[src/rtl/plp_boot_pkg.sv]
// Shared types and stream-format constants for the UART boot loader.
package plp_boot_pkg;

    typedef enum logic [2:0] {
        IDLE,
        LEN_HI,
        LEN_LO,
        DATA,
        CSUM,
        DONE,
        ERROR
    } boot_state_e;

    localparam int HDR_BYTES      = 2;
    localparam int BYTES_PER_WORD = 4;

endpackage

[src/rtl/boot_word_asm.sv]
// Big-endian word assembler: shifts bytes in MSB first and flags the 4th byte of each word.
module boot_word_asm
    import plp_boot_pkg::*;
(
    input  logic        clk,
    input  logic        rst_n,
    input  logic        clear,
    input  logic        byte_en,
    input  logic [7:0]  byte_in,
    output logic        word_valid,
    output logic [31:0] word
);

    localparam int CNT_W = $clog2(BYTES_PER_WORD);

    logic [CNT_W-1:0] cnt_reg;
    logic [23:0]      shift_reg;

    always_ff @(posedge clk or negedge rst_n) begin
        if (!rst_n) begin
            cnt_reg   <= '0;
            shift_reg <= '0;
        end else if (clear) begin
            cnt_reg   <= '0;
            shift_reg <= '0;
        end else if (byte_en) begin
            shift_reg <= {shift_reg[15:0], byte_in};
            cnt_reg   <= cnt_reg + 1'b1;
        end
    end

    // The completed word is presented in the same cycle as its last byte.
    assign word_valid = byte_en && (cnt_reg == CNT_W'(BYTES_PER_WORD - 1));
    assign word       = {shift_reg, byte_in};

endmodule

[src/rtl/uart_boot_loader.sv]
// UART byte stream to program-memory loader; define BOOT_CHECKSUM_EN to require a trailing
// XOR checksum byte before a load is accepted.
module uart_boot_loader
    import plp_boot_pkg::*;
#(
    parameter int ADDR_W      = 9,
    parameter int TIMEOUT_CYC = 50_000_000
) (
    input  logic              clk,
    input  logic              rst_n,
    input  logic              start,
    input  logic              rx_valid,
    input  logic [7:0]        rx_data,
    output logic              mem_we,
    output logic [ADDR_W-1:0] mem_addr,
    output logic [31:0]       mem_wdata,
    output logic              busy,
    output logic              done,
    output logic              err,
    output logic              cpu_hold
);

    localparam int LEN_W  = 8 * HDR_BYTES;
    localparam int IDLE_W = $clog2(TIMEOUT_CYC + 1);
    localparam logic [LEN_W:0] CAPACITY = (LEN_W + 1)'(2 ** ADDR_W);
    // Fires in the cycle before the limit so err lands exactly TIMEOUT_CYC clocks after the last byte.
    localparam logic [IDLE_W-1:0] IDLE_LIMIT = IDLE_W'(TIMEOUT_CYC - 2);

    boot_state_e       state_reg, state_next;
    logic [LEN_W-9:0]  len_hi_reg;
    logic [ADDR_W-1:0] addr_reg, last_addr_reg;
    logic [IDLE_W-1:0] idle_reg;
    logic              mem_we_reg, cpu_hold_reg;
    logic [ADDR_W-1:0] mem_addr_reg;
    logic [31:0]       mem_wdata_reg;

    logic              in_load, start_ok, timeout, len_ok, last_word;
    logic [LEN_W-1:0]  len_word;
    logic              data_byte, word_valid;
    logic [31:0]       word;

    assign in_load   = state_reg inside {LEN_HI, LEN_LO, DATA, CSUM};
    assign start_ok  = start && !in_load;
    assign len_word  = {len_hi_reg, rx_data};
    assign len_ok    = (len_word != '0) && ({1'b0, len_word} <= CAPACITY);
    assign timeout   = in_load && !rx_valid && (idle_reg >= IDLE_LIMIT);
    assign data_byte = rx_valid && (state_reg == DATA);
    assign last_word = word_valid && (addr_reg == last_addr_reg);

    boot_word_asm u_word_asm (
        .clk        (clk),
        .rst_n      (rst_n),
        .clear      (start_ok),
        .byte_en    (data_byte),
        .byte_in    (rx_data),
        .word_valid (word_valid),
        .word       (word)
    );

`ifdef BOOT_CHECKSUM_EN
    logic [7:0] csum_reg;

    always_ff @(posedge clk or negedge rst_n) begin
        if (!rst_n) begin
            csum_reg <= '0;
        end else if (start_ok) begin
            csum_reg <= '0;
        end else if (data_byte) begin
            csum_reg <= csum_reg ^ rx_data;
        end
    end
`endif

    always_ff @(posedge clk or negedge rst_n) begin
        if (!rst_n) begin
            state_reg <= IDLE;
        end else begin
            state_reg <= state_next;
        end
    end

    always_comb begin
        state_next = state_reg;
        if (start_ok) begin
            state_next = LEN_HI;
        end else if (timeout) begin
            state_next = ERROR;
        end else begin
            case (state_reg)
                LEN_HI: if (rx_valid) state_next = LEN_LO;
                LEN_LO: if (rx_valid) state_next = len_ok ? DATA : ERROR;
`ifdef BOOT_CHECKSUM_EN
                DATA:   if (last_word) state_next = CSUM;
                CSUM:   if (rx_valid) state_next = (rx_data == csum_reg) ? DONE : ERROR;
`else
                DATA:   if (last_word) state_next = DONE;
`endif
                default: state_next = state_reg;
            endcase
        end
    end

    always_ff @(posedge clk or negedge rst_n) begin
        if (!rst_n) begin
            len_hi_reg    <= '0;
            last_addr_reg <= '0;
            addr_reg      <= '0;
            idle_reg      <= '0;
            mem_we_reg    <= 1'b0;
            mem_addr_reg  <= '0;
            mem_wdata_reg <= '0;
            cpu_hold_reg  <= 1'b0;
        end else begin
            mem_we_reg <= word_valid;
            if (word_valid) begin
                mem_addr_reg  <= addr_reg;
                mem_wdata_reg <= word;
                addr_reg      <= addr_reg + 1'b1;
            end else if (start_ok) begin
                addr_reg <= '0;
            end

            if (state_reg == LEN_HI && rx_valid) begin
                len_hi_reg <= rx_data[LEN_W-9:0];
            end
            // Stored as the last address so the end-of-data test is a plain compare.
            if (state_reg == LEN_LO && rx_valid) begin
                last_addr_reg <= ADDR_W'(len_word - 1'b1);
            end

            if (rx_valid || start || !in_load) begin
                idle_reg <= '0;
            end else begin
                idle_reg <= idle_reg + 1'b1;
            end

            if (start_ok) begin
                cpu_hold_reg <= 1'b1;
            end else if (state_next == DONE && state_reg != DONE) begin
                cpu_hold_reg <= 1'b0;
            end
        end
    end

    assign mem_we    = mem_we_reg;
    assign mem_addr  = mem_addr_reg;
    assign mem_wdata = mem_wdata_reg;
    assign busy      = in_load;
    assign done      = (state_reg == DONE);
    assign err       = (state_reg == ERROR);
    assign cpu_hold  = cpu_hold_reg;

endmodule

[config.mk]
export PLATFORM = sky130hd
export DESIGN_NAME = uart_boot_loader
export DESIGN_NICKNAME = d
export VERILOG_FILES = /design/src/rtl/plp_boot_pkg.sv /design/src/rtl/boot_word_asm.sv /design/src/rtl/uart_boot_loader.sv
export SDC_FILE = /design/constraint.sdc
export NUM_CORES = 1
export LEC_CHECK = 0
export BUFFER_PORTS_ARGS = -buffer_cell sky130_fd_sc_hd__buf_2
export CAP_MARGIN = 20
export CELL_PAD_IN_SITES_DETAIL_PLACEMENT = 1
export CELL_PAD_IN_SITES_GLOBAL_PLACEMENT = 1
export CORE_MARGIN = 5
export CORE_UTILIZATION = 50
export CTS_BUF_LIST = sky130_fd_sc_hd__clkbuf_8
export CTS_CLUSTER_DIAMETER = 80
export CTS_CLUSTER_SIZE = 12
export DETAILED_ROUTE_END_ITERATION = 10
export GPL_TIMING_DRIVEN = 0
export MAX_ROUTING_LAYER = met4
export PLACE_DENSITY_LB_ADDON = 0.15
export RECOVER_POWER = 50
export SLEW_MARGIN = 20
export SYNTH_ARGS = -nofsm -noshare
export SYNTH_HDL_FRONTEND = slang
export SYNTH_SLANG_ARGS = --single-unit
export TNS_END_PERCENT = 30
[constraint.sdc]
create_clock -name clk -period 3.41 [get_ports clk]
set_clock_uncertainty 0.2 [all_clocks]
set_input_delay 0.8525 -clock clk [delete_from_list [all_inputs] [get_ports clk]]
set_output_delay 0.8525 -clock clk [all_outputs]
set_load 0.05 [all_outputs]
Yosys cells after proc, flatten, opt, wreduce, memory -nomap -nowiden
Index checks and enable logic that the tools add are counted.
Widths: inputs -> output; s select.
{"block": "word_totals", "ff_bits": 124, "input_bits": 12, "output_inout_bits": 46}
{"block": "op_classes", "n_addsub": 4, "order_cmp": 2, "eq_ne": 10, "n_mux": 16, "reduce_logical": 19}
{"op": "$mux 24", "n": 2}
{"op": "$add 26x1->26 const B", "n": 1}
{"op": "$ge 26x26->1 const B", "n": 1}
{"op": "$mux 26", "n": 1}
{"op": "$mux 3", "n": 6}
{"op": "$mux 9", "n": 2}
{"op": "$le 16x10->1 const B", "n": 1}
{"op": "$reduce_bool 16->1", "n": 1}
{"op": "$eq 3x3->1 const B", "n": 4}
{"op": "$logic_and 1x1->1", "n": 10}
{"op": "$add 9x1->9 const B", "n": 1}
{"op": "$eq 9x9->1", "n": 1}
{"op": "$pmux 3 s3", "n": 1}
{"op": "$sub 9x1->9 const B", "n": 1}
{"op": "$eq 3x2->1 const B", "n": 2}
{"op": "$reduce_bool 2->1", "n": 3}
{"op": "$mux 2", "n": 2}
{"op": "$reduce_bool 4->1", "n": 1}
{"op": "$eq 3x1->1 const B", "n": 1}
{"op": "$ne 3x3->1 const B", "n": 1}
{"op": "$add 2x1->2 const B", "n": 1}
{"op": "$eq 2x2->1 const B", "n": 1}
{"op": "$logic_not 1->1", "n": 2}
{"op": "$logic_or 1x1->1", "n": 2}
{"op": "$mux 1", "n": 2}

Longest topological paths before layout
Gate-level depths: netlist of the first run.
{"block": "depth", "ltp_word": 12, "mapped_depth": 8}

Hierarchy
A second synthesis of the first run with hierarchy kept.
{"block": "unflattened", "hier_cells": 507, "hier_area_um2": 5791.8}
{"module": "uart_boot_loader", "n_inst": 1, "cells_each": 413, "area_per_inst_um2": 4638.2}
{"module": "boot_word_asm", "n_inst": 1, "cells_each": 94, "area_per_inst_um2": 1153.6}

Least setup slack after synthesis of the first run
OpenSTA, ideal clock, no wires.
{"block": "synth_path", "path_type": "input to register", "startpoint": "input rx_valid", "endpoint": "register mem_addr_reg[7] (netlist: mem_addr[7])", "setup_ns": 0.125, "arrival_time_ns": 2.059, "t_required_ns": 3.085, "setup_slack_ns": 1.027, "cell_stages": 5, "cell_sequence": "and4b_1 -> buf_2 -> nand2_1 -> clkbuf_1 -> mux2_2"}
{"block": "synth_between", "elab_chain_cells": 2}
{"element": "start, declared", "line": "uart_boot_loader.sv:12", "text": "input logic rx_valid,"}
{"element": "$logic_and 1x1->1", "line": "uart_boot_loader.sv:47", "text": "assign data_byte = rx_valid && (state_reg == DATA);"}
{"element": "$logic_and 1x1->1", "line": "boot_word_asm.sv:33", "text": "assign word_valid = byte_en && (cnt_reg == CNT_W'(BYTES_PER_WORD - 1));"}
{"element": "end signal, assigned", "line": "uart_boot_loader.sv:116", "text": "mem_addr_reg <= addr_reg;"}
{"element": "end, declared", "line": "uart_boot_loader.sv:34", "text": "logic [ADDR_W-1:0] mem_addr_reg;"}
Every way passes these cells.
A chain may end at the register's enable or synchronous reset.

Worst setup path in the final report of the first run
{"block": "layout_path", "startpoint": "register state_reg[0]", "endpoint": "register state_reg[1]"}
{"block": "layout_between", "elab_chain_cells": 8, "word_cells_on_any_way": 16}
{"element": "start, declared", "line": "uart_boot_loader.sv:29", "text": "boot_state_e state_reg, state_next;"}
{"element": "start signal, assigned", "line": "uart_boot_loader.sv:78", "text": "state_reg <= state_next;"}
{"element": "$eq 3x2->1", "line": "uart_boot_loader.sv:42, uart_boot_loader.sv:47, uart_boot_loader.sv:89"}
{"element": "$logic_and 1x1->1", "line": "uart_boot_loader.sv:47"}
{"element": "$logic_and 1x1->1", "line": "boot_word_asm.sv:33"}
{"element": "$logic_and 1x1->1", "line": "uart_boot_loader.sv:48", "text": "assign last_word = word_valid && (addr_reg == last_addr_reg);"}
{"element": "$mux 3", "line": "uart_boot_loader.sv:96", "text": "DATA: if (last_word) state_next = DONE;"}
{"element": "$pmux 3 s3", "line": "uart_boot_loader.sv:89", "text": "case (state_reg)"}
{"element": "$mux 3", "line": "uart_boot_loader.sv:86", "text": "end else if (timeout) begin"}
{"element": "$mux 3 (*)", "line": "uart_boot_loader.sv:84", "text": "if (start_ok) begin"}
{"element": "via state_next[1]", "line": "uart_boot_loader.sv:29"}
The timed path passes the listed nets; every way through them passes the cells marked *.

==> results of run 1 <==
-- worst paths after layout --
check                                         startpoint             to  cells past startpoint
worst max-delay path                        state_reg[0]   state_reg[1]                      7
worst min-delay path            u_word_asm.shift_reg[19]  mem_wdata[27]                      2
worst max register to register              state_reg[0]   state_reg[1]                      7
worst min register to register  u_word_asm.shift_reg[19]  mem_wdata[27]                      2
max in group asynchronous                          rst_n  mem_wdata[29]                      1
min in group asynchronous                          rst_n    mem_addr[2]                      1
-- worst max-delay path, stage by stage, from the launching register on --
cell and delay (ns):
dfrtp_1 0.32, clkbuf_1 0.30, and4b_1 0.27, buf_2 0.22, nand2_1 0.39, nor4_1 0.77
nor2_1 0.10, o21a_1 0.20
-- through the flow --
stage | std cells | setup TNS (ns) | setup WS (ns)
after floorplan | 554 | 0 | 1.03
after global placement | 750 | -33.96 | -0.284
after detailed placement | 751 | 0 | 0.310
after CTS | 783 | 0 | 0.608
after global routing | 783 | 0 | 0.342
final | 783 | 0 | 0.534
-- placed cells by master (no fill, tap or decap), types with 10 or more instances in the layout --
cell type    n
buf_2       57
xor2_1      12
inv_1       15
nor3_1      10
clkbuf_1    21
dfrtp_1    124
o21ai_0     17
nor2_1      39
nand2_1    148
nand3_1     20
a21oi_1     32
clkbuf_8    20
xnor2_1     30
mux2_2      23
nor4_1      10
-- report_power, final --
part / leakage [nW] / switching (W) / internal, W
Clock: 0.214 / 0.000563 / 0.000689
Combinational: 1.11 / 0.000687 / 0.000330
Sequential: 1.68 / 0.000194 / 0.00172
Total: 3.01 / 0.00144 / 0.00274
-- cell families (layout without fill, tap and decap cells) --
group / Yosys count / after routing / share of synthesized area [%]
DFF: 124 / 124 / 56.6
muxes: 25 / 25 / 5.09
adders and majority gates: 6 / 6 / 1.37
and+or+nand+nor: 260 / 260 / 21.4
AOI/OAI and AO/OA: 60 / 60 / 6.05
buffers and inverters: 37 / 126 / 2.74
xor gates and xnor gates: 42 / 42 / 6.71
-- routing by layer --
layer | global-route usage [%] | share of wire, %
met1 | 27.3 | 42
met2 | 40.0 | 52
met3 | 5.66 | 3.6
met4 | 8.69 | 2.4
met5 | - | 0
-- cell usage after synthesis (2+ instances only) --
master,number,area share [%]
or4_1,2,0.27
nand4_1,8,0.91
a31oi_1,2,0.23
and4_1,3,0.48
dfrtp_1,124,57
a21oi_1,32,2.9
buf_2,6,0.55
nor2_1,39,2.7
xnor2_1,30,4.8
and3b_1,3,0.48
or3_1,3,0.34
nand3_1,20,1.8
inv_1,10,0.69
o21ai_0,17,1.6
ha_1,6,1.4
and3_1,3,0.34
clkbuf_1,17,1.2
mux2_2,23,4.7
nand2_1,148,10
nor3_1,10,0.91
buf_1,2,0.14
mux2i_1,2,0.37
xor2_1,12,1.9
o31ai_1,3,0.41
nor4_1,10,1.1
-- cell type report --
type / instances / area share, %
repair buffers: 57 / 4.80
inverters: 11 / 0.652
clock inverters: 12 / 1.68
well taps: 140 / 2.77
plain buffers: 26 / 1.70
flip-flops and latches: 124 / 49.0
multi-input cells: 393 / 35.1
clock buffers: 20 / 4.35
==> results.toml, run 1 <==
[drt]
antenna_left = 0
drc = 0
vias = 4313
dr.pass1.iters = 5
viasPerCell = 5.51
wl_per_cell_um = 18.0
dr.first_iter.drc_count = 225
wl_mm = 14.1

[global_route]
antenna_found_initial = 0
groute.usage.overall_pct = 23.6
grt_pass1_wl_mm = 23.3
grt_remaining_overflow = 0
grt_max_degree = 72
grt_pass1_vias = 4618

[sta]
fmax_mhz = 348
tightest_slew_ns = 1.81
hold_violations = 0
setup_viol = 0
rsz0062_at_grt = "no"
min_period_ns = 2.88
holdWs_ns = 0.266
slew_violations = 71
timing.final.crit_share_pct = 84.3
maxSlewHeadroom_pct = -20.5

[status]
violations = "max-capacitance violations, max-slew violations"
status = "finished with violations"

[floorplan]
start_util_pct = 50.8
fp.dieW_um = 115
rows = 38
core_area_um2 = 10800
die_height_um = 115
pin_count = 58
die_area_um2 = 13200

[logic_synthesis]
synth_top_flop_cell = "dfrtp_1"
ys_async_sr_fraction_pct = 100
synth_edf_count = 0
synth.avg_cell_area_um2 = 9.89
synth-seq-area-share_pct = 56.6
syn-num-nets = 572
synth_warnings = 0
netlist_area_um2 = 5480
yosysUniqueCellTypes = 44
netlist_instances = 554
ys_seq_elements = 124

[final_layout]
drive_gt1_share_pct = 17.7
regArea_um2 = 3100
largest_reg_flops = 32
num-fill-cells = 1257
diodes = 0
multi_input_area_um2 = 2220
fin_area_um2 = 6330
fin_nets = 648
final_core_util_pct = 58.7
area_delta_synth_final_pct = 15.6

[cts]
postCtsSetupBuffers = 0
clk_pin_slew_worst_paths_ns = 0.07
ctsRootBufferMaster = "clkbuf_8"
htreeDepth = 4
cts_tree = "done"
post_cts_resized = 0
insertion_delay_ns = 0.44
cts_buffers = 17
clkSinkCount = 124
cts.hold.buffers_added = 0
clockBufferDepth = 2

[setup_path]
required_ns = 3.53
start_kind = "flop"
worstSetupPathType = "flop to flop"
cp.arrival_ns = 3.00
cp-end-kind = "flop"
rrSetupSlack_ns = 0.53
critical_path.max_fanout = 10

[worst_hold_path]
min_path_type = "flop to flop"

[job]
drv_cap = 1

[placement]
postPlaceCellArea_um2 = 5970
io_buffer_count = 56
place_hpwl_mm = 9.89
place_congestion = 0.764

[power]
vdd_drop_max_mv = 0.284
p_total_w = 0.00419
p_per_area_nw_per_um2 = 661
cellLeakagePower_nw = 3.01
(Power assumes the default switching activity.)
==> run 2: changes to the inputs <==
--- a/config.mk
+++ b/config.mk
@@ -10,7 +10,7 @@
 export CELL_PAD_IN_SITES_DETAIL_PLACEMENT = 1
 export CELL_PAD_IN_SITES_GLOBAL_PLACEMENT = 1
 export CORE_MARGIN = 5
-export CORE_UTILIZATION = 50
+export CORE_UTILIZATION = 47
 export CTS_BUF_LIST = sky130_fd_sc_hd__clkbuf_8
 export CTS_CLUSTER_DIAMETER = 80
 export CTS_CLUSTER_SIZE = 12
==> constraint.sdc (replaced) <==
create_clock -name clk -period 2.9 [get_ports clk]
set_clock_uncertainty 0.2 [all_clocks]
set_input_delay 0.725 -clock clk [delete_from_list [all_inputs] [get_ports clk]]
set_output_delay 0.725 -clock clk [all_outputs]
set_load 0.05 [all_outputs]
==> run 2 against run 1 <==
Against the previous run:
- the flow now finishes without violations
- design area up 0.73%
- core utilization down 2.8 points
- worst setup slack worse by 0.36 ns
- power up 21%
==> results.toml, run 2 (same netlist as run 1, synthesis figures left out) <==
[global_route]
grt_remaining_overflow = 0
groute.usage.overall_pct = 20.8
grt_pass1_vias = 4475
grt_max_degree = 74
antenna_found_initial = 0
grt_pass1_wl_mm = 22.7

[placement]
place_congestion = 0.827
io_buffer_count = 56
numPlacedInstances = 754
pre_cts_ws_ns = -0.145
place_hpwl_mm = 9.41

[cts]
post_cts_resized = 0
cts.hold.buffers_added = 0
insertion_delay_ns = 0.44
postCtsSetupBuffers = 0
htreeDepth = 4
clkSinkCount = 124
cts_tree = "done"
clk_pin_slew_worst_paths_ns = 0.07
clockBufferDepth = 2
ctsRootBufferMaster = "clkbuf_8"
cts_buffers = 17

[drt]
vias = 4153
viasPerCell = 5.28
dr.pass1.iters = 4
antenna_left = 0
dr.first_iter.drc_count = 153
drc = 0
wl_mm = 13.3
wl_per_cell_um = 16.9

[setup_path]
critical_path.max_fanout = 10
start_kind = "flop"
crit_chain = "buf_2, and4b_1, buf_2, nand2_1, nor4_1, nor2_1, o21a_1"
cpPeakStageDelay_ns = 0.77
worstSetupPathType = "flop to flop"
cp.arrival_ns = 2.87
crit_path_top_delay_cell = "nor4_1"
rrSetupSlack_ns = 0.18
cp-end-kind = "flop"
crit_family = "simple AND/OR/NAND/NOR gates"
crit_path_frequent_cell = "buf_2"
crit_buf_inv = 2
required_ns = 3.04

[final_layout]
diodes = 0
largest_reg_flops = 32
fin_nets = 648
area_delta_synth_final_pct = 16.4
multi_input_area_um2 = 2230
drive_gt1_share_pct = 16.6
fin_cells = 786
final_common_cell = "nand2_1"
regArea_um2 = 3100
num-fill-cells = 1323
mostFrequentLayoutCells = "nand2_1 (148), dfrtp_1 (124), buf_2 (45)"

[sta]
setup_viol = 0
maxSlewHeadroom_pct = 12.7
hold_violations = 0
slew_violations = 0
tightest_slew_ns = 1.31
fmax_mhz = 367
rsz0062_at_grt = "no"
timing.final.crit_share_pct = 94.0
min_period_ns = 2.72
fin_ws_ns = 0.175

[power]
cellLeakagePower_nw = 2.96
p_per_area_nw_per_um2 = 795
vdd_drop_max_mv = 0.392

[floorplan]
start_util_pct = 48.0
core_area_um2 = 11400
die_height_um = 118
fp.dieW_um = 118
rows = 39
pin_count = 58
die_area_um2 = 13900

[job]
drv_cap = 0

[status]
status = "complete, no violations"

[worst_hold_path]
min_path_type = "flop to flop"
==> run 2: cell types whose count changed in the layout (fill, tap and decap cells not counted), sizes merged <==
cell | before | now
buf | 61 | 49
bufinv | 2 | 4
clkbuf | 42 | 53
clkinv | 4 | 6
clkinvlp | 1 | 2
inv | 16 | 12
==> run 2: layout make-up <==
class,count,share of cell area (%)
sequential,124,48.6
tap,143,2.80
timing repair buffer,57,4.51
buffer,26,1.71
clock inverter,13,2.71
clock buffer,19,4.10
inverter,11,0.647
multi-input combinational,393,34.9
==> run 2: through the flow <==
stage | hold WS [ns] | setup TNS (ns) | cell area, um^2 | util [%] | total power [W]
after global routing | 0.300 | 0 | 6380 | 55.9 | 0.00535
final | 0.274 | 0 | 6380 | 55.9 | 0.00508
after detailed placement | 0.262 | -0.219 | 5970 | 52.3 | 0.00347
after floorplan | 0.229 | 0 | 5480 | - | 0.00308
after CTS | 0.0201 | 0 | 6410 | 56.1 | 0.00512
after global placement | 0.253 | -84.37 | 5940 | 52.0 | 0.00340
==> run 2: power by group <==
part / internal (W) / switching [W] / total, W
Sequential: 0.00203 / 0.000212 / 0.00224
Combinational: 0.000390 / 0.000789 / 0.00118
Clock: 0.000971 / 0.000687 / 0.00166
==> run 2: final timing paths <==
path,from,cells past startpoint,end
max,state_reg[0],7,state_reg[1]
min,mem_wdata[22],2,mem_wdata[22]
max reg2reg,state_reg[0],7,state_reg[1]
min reg2reg,mem_wdata[22],2,mem_wdata[22]
max in group asynchronous,rst_n,2,idle_reg[17]
min in group asynchronous,rst_n,1,mem_addr[3]
==> run 2: worst min-delay path, stage by stage, from the launching register on <==
cell and delay, ns:
dfrtp_1 0.34, nand2_1 0.05, nand2_1 0.05
==> run 2: layer usage <==
layer  global-route usage (%)  up-vias  part of all wire (%)
li1                         -     2009                     -
met1                     25.5     2070                    45
met2                     34.5       59                    51
met3                     4.52       15                   3.1
met4                     6.67        0                   1.3
met5                        -        -                     0
